## src/rtl/gb_bus_pkg.sv

```systemverilog
// gb_bus_pkg: shared bus types, constants and strobe decode for the CPU memory bridge
package gb_bus_pkg;
  typedef enum logic [1:0] {IDLE, BUSY, DONE} bridge_state_t;
  localparam logic [7:0] GB_IDLE_DATA = 8'hFF;
  function automatic logic decode_mem_acc(input logic mreq_n, input logic rd_n, input logic wr_n);
    return !mreq_n & (!rd_n | !wr_n);
  endfunction
endpackage

```

## src/rtl/gb_cpu_mem_bridge.sv

```systemverilog
// gb_cpu_mem_bridge: CPU strobe bus to req/ack memory port with wait insertion, timeout and int-ack vector
module gb_cpu_mem_bridge
  import gb_bus_pkg::*;
#(
  parameter logic [7:0] TIMEOUT   = 8'd255,
  parameter logic [7:0] IDLE_DATA = GB_IDLE_DATA
) (
  input  logic        clk,
  input  logic        reset_n,
  input  logic        cpu_m1_n,
  input  logic        cpu_mreq_n,
  input  logic        cpu_iorq_n,
  input  logic        cpu_rd_n,
  input  logic        cpu_wr_n,
  input  logic [15:0] cpu_addr,
  input  logic [7:0]  cpu_dout,
  output logic [7:0]  cpu_din,
  output logic        cpu_wait_n,
  input  logic [7:0]  int_vector,
  output logic        mem_req,
  output logic        mem_we,
  output logic [15:0] mem_addr,
  output logic [7:0]  mem_wdata,
  input  logic        mem_ack,
  input  logic [7:0]  mem_rdata,
  output logic        timeout_err
);
  bridge_state_t state, state_nx;
  logic [7:0] cnt, din_q;
  logic mem_acc, int_ack, tmo;
  assign mem_acc = decode_mem_acc(cpu_mreq_n, cpu_rd_n, cpu_wr_n);
  assign int_ack = !cpu_m1_n & !cpu_iorq_n & !cpu_rd_n;
  assign tmo     = cnt == TIMEOUT - 8'd1;
  // next state, CPU wait and the combinational int-ack vector bypass
  always_comb begin
    state_nx   = state;
    cpu_wait_n = 1'b1;
    cpu_din    = din_q;
    case (state)
      IDLE: begin
        if (mem_acc) begin
          cpu_wait_n = 1'b0;
          state_nx   = BUSY;
        end else if (int_ack) begin
          cpu_din  = int_vector;
          state_nx = DONE;
        end
      end
      BUSY: begin
        cpu_wait_n = 1'b0;
        state_nx   = (mem_ack || tmo) ? DONE : BUSY;
      end
      DONE: state_nx = (!mem_acc && !int_ack) ? IDLE : DONE;
      default: state_nx = IDLE;
    endcase
  end
  // state register
  always_ff @(posedge clk) begin
    if (!reset_n) state <= IDLE;
    else state <= state_nx;
  end
  // memory request, latched access fields, read data and timeout counter
  always_ff @(posedge clk) begin
    if (!reset_n) begin
      mem_req     <= 1'b0;
      mem_we      <= 1'b0;
      mem_addr    <= '0;
      mem_wdata   <= '0;
      din_q       <= IDLE_DATA;
      timeout_err <= 1'b0;
      cnt         <= '0;
    end else begin
      timeout_err <= 1'b0;
      case (state)
        IDLE: begin
          if (mem_acc) begin
            mem_req   <= 1'b1;
            mem_we    <= !cpu_wr_n;
            mem_addr  <= cpu_addr;
            mem_wdata <= cpu_dout;
            cnt       <= '0;
          end else if (int_ack) begin
            din_q <= int_vector;
          end
        end
        BUSY: begin
          if (mem_ack) begin
            mem_req <= 1'b0;
            if (!mem_we) din_q <= mem_rdata;
          end else if (tmo) begin
            mem_req     <= 1'b0;
            din_q       <= IDLE_DATA;
            timeout_err <= 1'b1;
          end else begin
            cnt <= cnt + 8'd1;
          end
        end
        default: ;
      endcase
    end
  end
endmodule

```

## config.mk

```make
export PLATFORM = sky130hd
export DESIGN_NAME = gb_cpu_mem_bridge
export DESIGN_NICKNAME = d
export VERILOG_FILES = /design/src/rtl/gb_bus_pkg.sv /design/src/rtl/gb_cpu_mem_bridge.sv
export SDC_FILE = /design/constraint.sdc
export NUM_CORES = 1
export LEC_CHECK = 0
export ABC_CLOCK_PERIOD_IN_PS = 2400
export BUFFER_PORTS_ARGS = -buffer_cell sky130_fd_sc_hd__clkbuf_2
export CAP_MARGIN = 20
export CORE_MARGIN = 8
export CORE_UTILIZATION = 49
export CTS_BUF_LIST = sky130_fd_sc_hd__clkbuf_16
export CTS_CLUSTER_DIAMETER = 80
export DETAILED_ROUTE_END_ITERATION = 10
export PLACE_DENSITY = 0.82
export SLEW_MARGIN = 5
export SYNTH_ARGS = -nofsm -noshare
export SYNTH_HDL_FRONTEND = slang
export SYNTH_SLANG_ARGS = --single-unit
```

## constraint.sdc

```tcl
create_clock -name clk -period 2.4 [get_ports clk]
set_input_delay 0.24 -clock clk [delete_from_list [all_inputs] [get_ports clk]]
set_output_delay 0.24 -clock clk [all_outputs]
set_load 0.01 [all_outputs]
```

==> impl_results.md <==
* Leak Pwr at between 0.001 and 0.0015 uW
* Ant. Diodes at 0
* # IOs at 84
* Via count at just over 2,000
* Die Wd at 84.1 um
* RSZ-0062 raised after global routing: false
* GRT overflow at 0
* Vias per Instance at about 5.3
* GPL Wtd Cong at between 0.9 and 1
* Register area at between 900 and 1000 um^2
* DP Wirelength at approximately 4200 um
* Number of routed nets with antenna violations at 0
* Nets at between 300 and 400
* Mapped Cells at ~250
* Max-Cap Viols at 0
* Yosys Warn Count at 0
* Post-cts sizing count at 0
* Die area at approximately 7100 um^2
* Setup crit start kind: flip-flop
* Total CTS buffers at 5
* Num Clock Sinks at between 40 and 50
* Routed WL at 5740 um
* WP data arrival at roughly 2.0 ns
* Fin crit period at approximately 1.9 ns
* CTS Hold Buffers Added at 0
* Vias in the first global route at ~2,100
* Row count at 24
* Core area at 4410 um^2
* Slew headroom at between 50 and 60%
* Most common cell after layout, fill and taps aside: clkbuf_2
* Area grow syn2layout at 28.6%
* Area after DPL at about 2700 um^2
* Actual slew at the worst max-slew pin at a little over 0.6 ns
* Final setup viols at 0
* # Post-CTS Setup Buffers at 0
* Synth Cell Area at between 2000 and 2500 um^2
* Max VDD drop at 285 uV
* Residual DRC at 0
* Clk_skew at ~0.0026 ns
* DR WL/cell at roughly 15 um
* Status: finished, final reports clean
* Post-layout power at slightly above 2000 uW
* Final Cell Area at ~2900 um^2
* Most frequent cells in the layout: 83 x clkbuf_2, 52 x nand2_1, 45 x dfxtp_1
* Syn avg cell area at 9.15 um^2
* CTS tree: yes
* Crit Path Class: flip-flop to flip-flop
* Pwr/cell area at about 700 nW/um^2
* Total GRT Usage at 16.0%
* Syn_nets at ~300
* Pre-antenna DRT Iters at 4
* Initial DRC Count at 70
* Setup TNS at 0 ns
* Port bufs at between 80 and 90
* CTS clock-pin slew for the worst setup and hold paths at roughly 0.06 ns
* Worst-Skew Late Latency at 0.28 ns
* Max Fclk at 540 MHz
* Die height at between 80 and 90 um
* Layout cells sized above 1 at ~33%
* Initial Utilization at roughly 50%
* First-pass GRT wire length at 9720 um
* #FFs+latches synth at 45
* Multi-input logic area at between 1000 and 1500 um^2
* CTS root buf: clkbuf_16
* Type of the most critical hold path: input port to flip-flop
* H-Tree Depth at 2
* Fin. Hold Viols at 0
* Clock Path Buffers at 2
* Sequential element share of the synthesized area at ~40%
* Final period utilization at 77.1%
* Layout fillers at between 300 and 400
* Initial antenna violation count at 0
* CP endpoint kind: flip-flop
* Crit-path max FO at 8
* Slew Viols, Final at 0
* Largest net degree at the start of global routing at 28
* Worst EP required at ~2.5 ns
* Synth cell types at 42
-- layout make-up --
cell class / count / area share [%]
multi-input cells: 185 / 44.0
flip-flops and latches: 45 / 30.9
repair buffers: 90 / 16.0
clock buffers: 5 / 4.29
clock inverters: 3 / 2.23
well taps: 52 / 2.23
inverters: 3 / 0.386
-- per-layer routing --
layer | share of wire, % | wire (um) | up-vias | GRT usage [%]
met3 | 5.5 | 318 | 6 | 4.98
met2 | 50 | 2860 | 52 | 27.6
met1 | 44 | 2510 | 944 | 18.1
li1 | - | - | 1044 | -
met5 | 0 | 0 | - | 0
met4 | 0.96 | 55 | 0 | 4.87
-- state kept, by name (all words and copies together) (netlist names) --
| register | count |
|---|---|
| state | 2 |
| mem_we | 1 |
| mem_addr | 16 |
| cnt | 8 |
| mem_req | 1 |
| timeout_err | 1 |
| mem_wdata | 8 |
| din_q | 8 |
-- critical path, stage by stage (launching register included) --
cell	delay, ns
dfxtp_1	0.42
inv_1	0.07
ha_1	0.20
and3_1	0.24
a211oi_4	0.27
or2_1	0.13
buf_4	0.24
o311ai_4	0.12
-- synth_stat cells --
cell type	number	share of area, %
o311ai_2	1	0.72
o21a_1	3	0.99
buf_6	1	0.50
nor3b_2	1	0.55
clkbuf_1	7	1.2
nand2b_1	1	0.28
nor3b_1	1	0.33
nand3_1	7	1.5
a21boi_1	25	8.3
nand4_1	4	1.1
buf_2	5	1.1
xor2_1	3	1.2
o211a_1	1	0.44
nor2b_1	9	2.5
xnor2_1	1	0.39
inv_1	3	0.50
mux2_1	8	4.0
or2_1	1	0.28
o21bai_1	1	0.33
nand2_2	1	0.28
o21ai_0	8	1.8
o31a_1	1	0.39
a2111oi_1	1	0.44
o211ai_1	2	0.66
and4_1	2	0.77
ha_1	2	1.1
nor4b_4	1	1.0
o21ai_1	2	0.44
nor3_1	8	1.8
buf_4	1	0.33
nand4b_1	1	0.39
and3_1	4	1.1
a211oi_4	1	0.88
buf_1	1	0.17
nor2_1	11	1.8
o311ai_4	7	8.1
a21oi_1	4	0.88
dfxtp_1	45	40
a211oi_1	8	2.6
a31o_1	1	0.39
nand2_1	52	8.6
and2_1	1	0.28
-- path summary, 6_finish.rpt --
check / endpoint / cells past startpoint / start / slack [ns]
worst min-delay path: mem_addr[6] / 3 / cpu_addr[6] / 0.17
worst max register to register: din_q[2] / 7 / cnt[0] / 0.55
worst min register to register: mem_wdata[6] / 2 / mem_wdata[6] / 0.45
worst max-delay path: din_q[2] / 7 / cnt[0] / 0.55
-- stage by stage --
stage | utilization [%] | hold slack (ns) | instances | setup WS [ns]
detailed placement | 61.8 | 0.446 | 375 | 0.595
global placement | 61.8 | 0.441 | 375 | 0.645
finish | 66.1 | 0.175 | 383 | 0.549
global route | 66.1 | 0.179 | 383 | 0.470
floorplan | - | 0.375 | 248 | 0.601
CTS | 66.1 | 0.171 | 383 | 0.565
-- cell families (layout without fill, tap and decap cells) --
logic type | count (synthesis) | count (layout) | share of synthesized area (%)
AO/OA/AOI/OAI | 66 | 66 | 27.3
adder cells (fa/ha/maj) | 2 | 2 | 1.10
AND/OR/NAND/NOR | 105 | 105 | 22.6
buffers and inverters | 18 | 101 | 3.75
multiplexers | 8 | 8 | 3.97
XOR/XNOR | 4 | 4 | 1.54
flip-flops | 45 | 45 | 39.7
-- power breakdown --
part / total, uW / internal [uW] / switching (uW) / leakage [uW]
Sequential: 828 / 796 / 32.1 / 0.000368
Combinational: 357 / 160 / 197 / 0.000754
Clock: 867 / 594 / 273 / 0.0000938
No activity file was read; power rests on OpenSTA's default activity.
